===== src/rtl/cdb_pkg.sv =====
// rtl/cdb_pkg.sv - shared packet type and source indices for the CDB transmitter
package cdb_pkg;

  localparam int CDB_WIDTH = 31;
  localparam int CDB_ROB   = 2;

  localparam int SRC_ALU    = 0;
  localparam int SRC_BRANCH = 1;
  localparam int SRC_MEM    = 2;
  localparam int SRC_MUL    = 3;

  typedef struct packed {
    logic [CDB_ROB:0]   tag;
    logic [CDB_WIDTH:0] result;
    logic [CDB_WIDTH:0] target;
    logic               mispredict;
  } cdb_packet_t;

endpackage


===== src/rtl/cdb_broadcast_arbiter_if.sv =====
// rtl/cdb_broadcast_arbiter_if.sv - source-side and bus-side signals of the CDB transmitter
interface cdb_broadcast_arbiter_if #(
  parameter int WIDTH = 31,
  parameter int ROB   = 2,
  parameter int SRC   = 4
);
  import cdb_pkg::*;

  logic [SRC-1:0]            srcValid;
  logic [SRC-1:0]            srcReady;
  logic [SRC-1:0][ROB:0]     srcTag;
  logic [SRC-1:0][WIDTH:0]   srcResult;
  logic [SRC-1:0][WIDTH:0]   srcTarget;
  logic [SRC-1:0]            srcMispredict;

  logic                      cdbValid;
  logic [ROB:0]              cdbTag;
  logic [WIDTH:0]            cdbResult;
  logic [WIDTH:0]            cdbTarget;
  logic                      cdbMispredict;
  logic [1:0]                cdbSource;

  modport slave (
    input  srcValid, srcTag, srcResult, srcTarget, srcMispredict,
    output srcReady, cdbValid, cdbTag, cdbResult, cdbTarget, cdbMispredict, cdbSource
  );

  modport master (
    output srcValid, srcTag, srcResult, srcTarget, srcMispredict,
    input  srcReady, cdbValid, cdbTag, cdbResult, cdbTarget, cdbMispredict, cdbSource
  );

endinterface


===== src/rtl/cdb_source_fifo.sv =====
// rtl/cdb_source_fifo.sv - per-source result FIFO with push/pop/flush
module cdb_source_fifo
  import cdb_pkg::*;
#(
  parameter  int DEPTH = 2,
  localparam int PTR_W = (DEPTH > 1) ? $clog2(DEPTH) : 1,
  localparam int CNT_W = $clog2(DEPTH) + 1
) (
  input  logic              clk,
  input  logic              reset,
  input  logic              flush,
  input  logic              push,
  input  logic              pop,
  input  cdb_packet_t       push_data,
  output cdb_packet_t       head,
  output logic [CNT_W-1:0]  count,
  output logic              empty
);

  cdb_packet_t          mem [DEPTH];
  logic [PTR_W-1:0]     wr_ptr;
  logic [PTR_W-1:0]     rd_ptr;
  logic                 do_push;
  logic                 do_pop;

  function automatic logic [PTR_W-1:0] ptr_inc(input logic [PTR_W-1:0] p);
    return (p == PTR_W'(DEPTH - 1)) ? '0 : p + 1'b1;
  endfunction

  assign empty   = (count == '0);
  assign head    = mem[rd_ptr];
  assign do_push = push && (count < CNT_W'(DEPTH)) && !flush;
  assign do_pop  = pop && !empty && !flush;

  always_ff @(posedge clk) begin
    if (do_push && !reset) begin
      mem[wr_ptr] <= push_data;
    end
  end

  always_ff @(posedge clk) begin
    if (reset || flush) begin
      wr_ptr <= '0;
      rd_ptr <= '0;
      count  <= '0;
    end else begin
      if (do_push) wr_ptr <= ptr_inc(wr_ptr);
      if (do_pop)  rd_ptr <= ptr_inc(rd_ptr);
      if (do_push && !do_pop) begin
        count <= count + 1'b1;
      end else if (!do_push && do_pop) begin
        count <= count - 1'b1;
      end
    end
  end

endmodule


===== src/rtl/cdb_broadcast_arbiter.sv =====
// rtl/cdb_broadcast_arbiter.sv - round-robin CDB transmitter over per-source FIFOs
// Optional CDB_BRANCH_PRIORITY_EN: branch source wins whenever non-empty.
module cdb_broadcast_arbiter
  import cdb_pkg::*;
#(
  parameter int WIDTH = 31,
  parameter int ROB   = 2,
  parameter int SRC   = 4,
  parameter int DEPTH = 2
) (
  input  logic                     clk,
  input  logic                     reset,
  input  logic                     flush,
  cdb_broadcast_arbiter_if.slave   bus
);

  localparam int RR_W  = (SRC > 1) ? $clog2(SRC) : 1;
  localparam int CNT_W = $clog2(DEPTH) + 1;

  logic [RR_W-1:0]   rr_ptr;
  logic [RR_W-1:0]   grant_idx;
  logic [RR_W-1:0]   cand;
  logic              grant_found;
  logic              grant;
  logic              hold_rr;
  logic              ready_en;
  logic [SRC-1:0]    empty;
  logic [SRC-1:0]    push;
  logic [SRC-1:0]    pop;
  logic [SRC-1:0]    ready_vec;
  logic [CNT_W-1:0]  count [SRC];
  cdb_packet_t       head [SRC];
  cdb_packet_t       in_pkt [SRC];

  logic              valid_q;
  logic [ROB:0]      tag_q;
  logic [WIDTH:0]    result_q;
  logic [WIDTH:0]    target_q;
  logic              mispredict_q;
  logic [1:0]        source_q;

  // ready_en keeps srcReady low through reset without a comb path from the reset pin
  always_comb begin
    ready_vec = '0;
    push      = '0;
    pop       = '0;
    for (int i = 0; i < SRC; i++) begin
      ready_vec[i] = ready_en && (count[i] < CNT_W'(DEPTH));
      push[i]      = bus.srcValid[i] && ready_vec[i];
      pop[i]       = grant && (grant_idx == RR_W'(i));
      in_pkt[i]    = '{tag: bus.srcTag[i], result: bus.srcResult[i],
                       target: bus.srcTarget[i], mispredict: bus.srcMispredict[i]};
    end
  end

  assign bus.srcReady = ready_vec;

  for (genvar g = 0; g < SRC; g++) begin : g_fifo
    cdb_source_fifo #(.DEPTH(DEPTH)) u_fifo (
      .clk       (clk),
      .reset     (reset),
      .flush     (flush),
      .push      (push[g]),
      .pop       (pop[g]),
      .push_data (in_pkt[g]),
      .head      (head[g]),
      .count     (count[g]),
      .empty     (empty[g])
    );
  end

  always_comb begin
    grant_found = 1'b0;
    grant_idx   = '0;
    cand        = '0;
    hold_rr     = 1'b0;
`ifdef CDB_BRANCH_PRIORITY_EN
    if (!empty[SRC_BRANCH]) begin
      grant_found = 1'b1;
      grant_idx   = RR_W'(SRC_BRANCH);
      hold_rr     = 1'b1;
    end
`endif
    for (int off = 0; off < SRC; off++) begin
      cand = RR_W'((int'(rr_ptr) + off) % SRC);
      if (!grant_found && !empty[cand]) begin
        grant_found = 1'b1;
        grant_idx   = cand;
      end
    end
    grant = grant_found && !flush;
  end

  always_ff @(posedge clk) begin
    if (reset) begin
      rr_ptr       <= '0;
      ready_en     <= 1'b0;
      valid_q      <= 1'b0;
      tag_q        <= '0;
      result_q     <= '0;
      target_q     <= '0;
      mispredict_q <= 1'b0;
      source_q     <= '0;
    end else begin
      ready_en <= 1'b1;
      if (grant && !hold_rr) begin
        rr_ptr <= (grant_idx == RR_W'(SRC - 1)) ? '0 : grant_idx + 1'b1;
      end
      if (grant) begin
        valid_q      <= 1'b1;
        tag_q        <= head[grant_idx].tag;
        result_q     <= head[grant_idx].result;
        target_q     <= head[grant_idx].target;
        mispredict_q <= head[grant_idx].mispredict;
        source_q     <= 2'(grant_idx);
      end else begin
        valid_q      <= 1'b0;
        tag_q        <= '0;
        result_q     <= '0;
        target_q     <= '0;
        mispredict_q <= 1'b0;
        source_q     <= '0;
      end
    end
  end

  assign bus.cdbValid      = valid_q;
  assign bus.cdbTag        = tag_q;
  assign bus.cdbResult     = result_q;
  assign bus.cdbTarget     = target_q;
  assign bus.cdbMispredict = mispredict_q;
  assign bus.cdbSource     = source_q;

endmodule


===== src/flat_wrapper.sv =====
// flat-port wrapper written by rule: the top's interface ports become plain ports
module cdb_broadcast_arbiter_flat import cdb_pkg::*;
#(
  parameter int WIDTH = 31,
  parameter int ROB   = 2,
  parameter int SRC   = 4,
  parameter int DEPTH = 2
)
  (clk, reset, flush, bus_srcValid, bus_srcTag, bus_srcResult, bus_srcTarget, bus_srcMispredict, bus_srcReady, bus_cdbValid, bus_cdbTag, bus_cdbResult, bus_cdbTarget, bus_cdbMispredict, bus_cdbSource);
  cdb_broadcast_arbiter_if #(.WIDTH(WIDTH), .ROB(ROB), .SRC(SRC)) bus_i ();
  input  logic clk;
  input  logic reset;
  input  logic flush;
  input wire logic [$bits(bus_i.srcValid)-1:0] bus_srcValid;
  input wire logic [$bits(bus_i.srcTag)-1:0] bus_srcTag;
  input wire logic [$bits(bus_i.srcResult)-1:0] bus_srcResult;
  input wire logic [$bits(bus_i.srcTarget)-1:0] bus_srcTarget;
  input wire logic [$bits(bus_i.srcMispredict)-1:0] bus_srcMispredict;
  output wire logic [$bits(bus_i.srcReady)-1:0] bus_srcReady;
  output wire logic [$bits(bus_i.cdbValid)-1:0] bus_cdbValid;
  output wire logic [$bits(bus_i.cdbTag)-1:0] bus_cdbTag;
  output wire logic [$bits(bus_i.cdbResult)-1:0] bus_cdbResult;
  output wire logic [$bits(bus_i.cdbTarget)-1:0] bus_cdbTarget;
  output wire logic [$bits(bus_i.cdbMispredict)-1:0] bus_cdbMispredict;
  output wire logic [$bits(bus_i.cdbSource)-1:0] bus_cdbSource;
  assign bus_i.srcValid = bus_srcValid;
  assign bus_i.srcTag = bus_srcTag;
  assign bus_i.srcResult = bus_srcResult;
  assign bus_i.srcTarget = bus_srcTarget;
  assign bus_i.srcMispredict = bus_srcMispredict;
  assign bus_srcReady = bus_i.srcReady;
  assign bus_cdbValid = bus_i.cdbValid;
  assign bus_cdbTag = bus_i.cdbTag;
  assign bus_cdbResult = bus_i.cdbResult;
  assign bus_cdbTarget = bus_i.cdbTarget;
  assign bus_cdbMispredict = bus_i.cdbMispredict;
  assign bus_cdbSource = bus_i.cdbSource;
  cdb_broadcast_arbiter #(.WIDTH(WIDTH), .ROB(ROB), .SRC(SRC), .DEPTH(DEPTH)) u_core (.clk(clk), .reset(reset), .flush(flush), .bus(bus_i));
endmodule

===== config.mk =====
export PLATFORM = sky130hd
export DESIGN_NAME = cdb_broadcast_arbiter_flat
export DESIGN_NICKNAME = d
export VERILOG_FILES = /design/src/rtl/cdb_pkg.sv /design/src/rtl/cdb_broadcast_arbiter_if.sv /design/src/rtl/cdb_source_fifo.sv /design/src/rtl/cdb_broadcast_arbiter.sv /design/src/flat_wrapper.sv
export SDC_FILE = /design/constraint.sdc
export NUM_CORES = 1
export LEC_CHECK = 0
export ABC_AREA = 1
export CAP_MARGIN = 20
export CORE_ASPECT_RATIO = 1.75
export CORE_MARGIN = 2
export CORE_UTILIZATION = 45
export DETAILED_ROUTE_END_ITERATION = 12
export HOLD_SLACK_MARGIN = 0.15
export PLACE_DENSITY = 0.67
export SKIP_LAST_GASP = 1
export SLEW_MARGIN = 15
export SYNTH_ARGS = -nofsm -noshare
export SYNTH_HDL_FRONTEND = slang
export SYNTH_SLANG_ARGS = --single-unit

===== constraint.sdc =====
create_clock -name clk -period 11.45 [get_ports clk]
set_clock_uncertainty 0.2 [all_clocks]
set_input_delay 1.7175 -clock clk [delete_from_list [all_inputs] [get_ports clk]]
set_output_delay 1.7175 -clock clk [all_outputs]
set_load 0.01 [all_outputs]

==> impl_metrics.json <==
{
  "status": "completed",
  "tightest_slew_ns": 1.14,
  "ios": 354,
  "critical_path_class": "in2reg",
  "htreeDepth": 2,
  "r2r-start": "u_core.rr_ptr[0]$_SDFFE_PP0N_",
  "swShare_pct": 37.6,
  "arrival_ns": 5.27,
  "multi_input_area_um2": 5640,
  "p_switching_w": 0.00286,
  "grt_pass1_vias": 15500,
  "route.detailed.drc": 0,
  "layout_commonest_cell": "edfxtp_1",
  "rrSetupSlack_ns": 6.23,
  "synth_cell_types": 32,
  "p_int_w": 0.00476,
  "yosysWarningCount": 0,
  "cts_hold_buffers": 0,
  "hold_path_class": "reg2reg",
  "port_buffers": 353,
  "clockBufferDepth": 3,
  "placed_cells": 2665,
  "synth.net_count": 1981,
  "endpoint": "u_core.g_fifo[2].u_fifo.mem[0][30]$_DFFE_PP_",
  "cts_sinks": 638,
  "rows": 113,
  "max_freq_mhz": 190,
  "path_depth": 5,
  "path_delay_family": "buffers and inverters",
  "dpl_cell_area_um2": 28600,
  "cp-start-kind": "input port",
  "finalSetupViolCount": 0,
  "drv_cap": 0,
  "clk_pin_slew_ns": 0.07,
  "area_delta_synth_final_pct": 25.5,
  "drive_above_1_share_pct": 9.07,
  "pwr-share-seq_pct": 36.0,
  "initial_core_util_pct": 45.2,
  "vdd_drop_max_v": 0.000318,
  "stdcell_area_um2": 30600,
  "crit_fanout": 59,
  "p_leak_nw": 10.2,
  "power_w": 0.00762,
  "numCtsBuffers": 56,
  "synthCells": 1697,
  "startpoint": "flush",
  "vias": 14800,
  "stdcell_count": 2782,
  "power_frac_comb_pct": 38.1,
  "yosysSeqAreaShare_pct": 74.6,
  "met3_usage_pct": 3.93,
  "core_area_um2": 54000,
  "gp_congestion": 0.924,
  "slew_viol_final": 0,
  "cts_tree": "built",
  "dieWidth_um": 180,
  "avgViaCountPerCell": 5.33,
  "end_kind": "register",
  "track_usage_pct": 22.1,
  "path_buf_inv": 3,
  "dp_hpwl_um": 41800,
  "dr.pass1.iters": 9,
  "hold_ws_ns": 0.287,
  "wl_per_cell_um": 22.9,
  "rsz0062_at_grt": "no",
  "clockPowerShare_pct": 25.9,
  "r2r_cells": 17,
  "grt_max_degree": 106,
  "synth_area_um2": 24400,
  "top_usage_layer": "met2",
  "die_y_um": 312,
  "fin_crit_ns": 5.27,
  "insertion_delay_ns": 0.58,
  "synthFlopType": "edfxtp_1",
  "hold_viol_final": 0,
  "syn_area_per_cell_um2": 14.4,
  "r2r_end": "u_core.g_fifo[2].u_fifo.count[1]$_SDFFE_PP0P_",
  "cts_root_buf": "clkbuf_16",
  "ant_nets": 0,
  "slew_headroom_pct": 24.3,
  "use_met1_pct": 25.1,
  "nFillCells": 4345,
  "die-area_um2": 56200,
  "ys_ff_latch": 638,
  "async_flop_share_pct": 0,
  "grt_pass1_wl_um": 93800,
  "drtIter0Drc": 1257,
  "regArea_um2": 18200,
  "ctsResizeCount": 0,
  "period_share_pct": 46.0,
  "antenna_found_initial": 14,
  "overflow": 0,
  "powerDensity_nw_per_um2": 249,
  "required_ns": 11.45,
  "use_met2_pct": 40.3,
  "path_cells": "clkdlybuf4s50_1 -> nor2_1 -> inv_1 -> nor3_2 -> buf_4",
  "cts_setup_buffers": 0,
  "drt-total-wl_um": 63600,
  "nets": 2321,
  "totalNegativeSetupSlack_ns": 0,
  "synth-edff-count": 544,
  "critPathSlowestCell": "buf_4",
  "crit_path_max_incr_delay_ns": 0.82,
  "mostFrequentLayoutCells": "edfxtp_1, clkdlybuf4s50_1, nand2_1"
}
## per-layer routing
layer | routed length (µm) | part of all wire (%)
met1 | 23100 | 36
met2 | 33700 | 53
met3 | 3780 | 5.9
met4 | 2970 | 4.7
met5 | 61 | 0.096
## stage by stage
stage	setup WS [ns]	utilization, %
final	6.18	56.7
after global routing	5.90	56.7
after CTS	6.07	56.5
after detailed placement	5.60	52.9
after global placement	5.78	52.8
after floorplan	3.39	-
## cell families after synthesis
group / synth area share, %
mux: 9.70
fa+ha+maj: 0.256
flops: 74.6
simple gates: 9.53
compound gates: 3.24
buf+inv: 2.56
xor+xnor: 0.143
## final cells by class
| class | instances | share of cell area, % |
|---|---|---|
| antenna | 9 | 0.0735 |
| clock buffer | 78 | 5.42 |
| clock inverter | 26 | 0.980 |
| inverter | 34 | 0.425 |
| multi-input combinational | 931 | 18.4 |
| sequential | 638 | 59.5 |
| tap | 690 | 2.82 |
| timing repair buffer | 376 | 12.4 |
## registers in the layout (all words and copies together), names as in the netlist, named ones only
name / flops
u_core.bus.cdbSource: 2
u_core.g_fifo.u_fifo.wr_ptr: 4
u_core.bus.cdbResult: 32
u_core.rr_ptr: 2
u_core.g_fifo.u_fifo.rd_ptr: 4
u_core.g_fifo.u_fifo.mem: 544
u_core.g_fifo.u_fifo.count: 8
u_core.bus.cdbTag: 3
u_core.bus.cdbValid: 1
u_core.bus.cdbMispredict: 1
u_core.bus.cdbTarget: 32
u_core.ready_en: 1
## power by group through the flow
| stage | logic, W | clock network (W) | registers [W] |
|---|---|---|---|
| finish | 0.00290 | 0.00198 | 0.00274 |
| global route | 0.00319 | 0.00210 | 0.00275 |
| CTS | 0.00284 | 0.00202 | 0.00274 |
| detailed placement | 0.00282 | 0 | 0.00279 |
| global placement | 0.00278 | 0 | 0.00279 |
| floorplan | 0.00200 | 0 | 0.00280 |
## tightest hold or removal path: stages, from the launching register on
cell and delay (ns):
dfxtp_1 0.32, inv_1 0.07, a21oi_1 0.05
## Yosys cell counts (8+ instances only)
master	count	area, µm²
mux2_2	45	507
buf_2	19	95.1
mux2i_1	186	1860
nand4_1	55	344
nor2_1	82	308
nand2_1	285	1070
nand3_1	92	460
nor3_1	8	40.0
buf_6	10	113
o21ai_0	61	305
a21oi_1	47	235
clkbuf_1	49	184
buf_4	8	60.1
inv_1	30	113
edfxtp_1	544	16300
o21ai_1	49	245
dfxtp_1	94	1880
## worst min path at each step
stage / startpoint / endpoint / cells after the start
after floorplan: u_core.g_fifo[0].u_fifo.count[1]$_SDFFE_PP0P_ / u_core.g_fifo[0].u_fifo.count[1]$_SDFFE_PP0P_ / 2
after global placement: u_core.g_fifo[1].u_fifo.count[1]$_SDFFE_PP0P_ / u_core.g_fifo[1].u_fifo.count[1]$_SDFFE_PP0P_ / 2
after detailed placement: u_core.g_fifo[1].u_fifo.count[1]$_SDFFE_PP0P_ / u_core.g_fifo[1].u_fifo.count[1]$_SDFFE_PP0P_ / 2
after CTS: u_core.g_fifo[1].u_fifo.count[1]$_SDFFE_PP0P_ / u_core.g_fifo[1].u_fifo.count[1]$_SDFFE_PP0P_ / 2
after global routing: u_core.g_fifo[3].u_fifo.rd_ptr$_SDFFE_PP0P_ / register / 2
final: u_core.g_fifo[1].u_fifo.count[1]$_SDFFE_PP0P_ / u_core.g_fifo[1].u_fifo.count[1]$_SDFFE_PP0P_ / 2
Note: power is estimated with default switching activity, not from simulation.
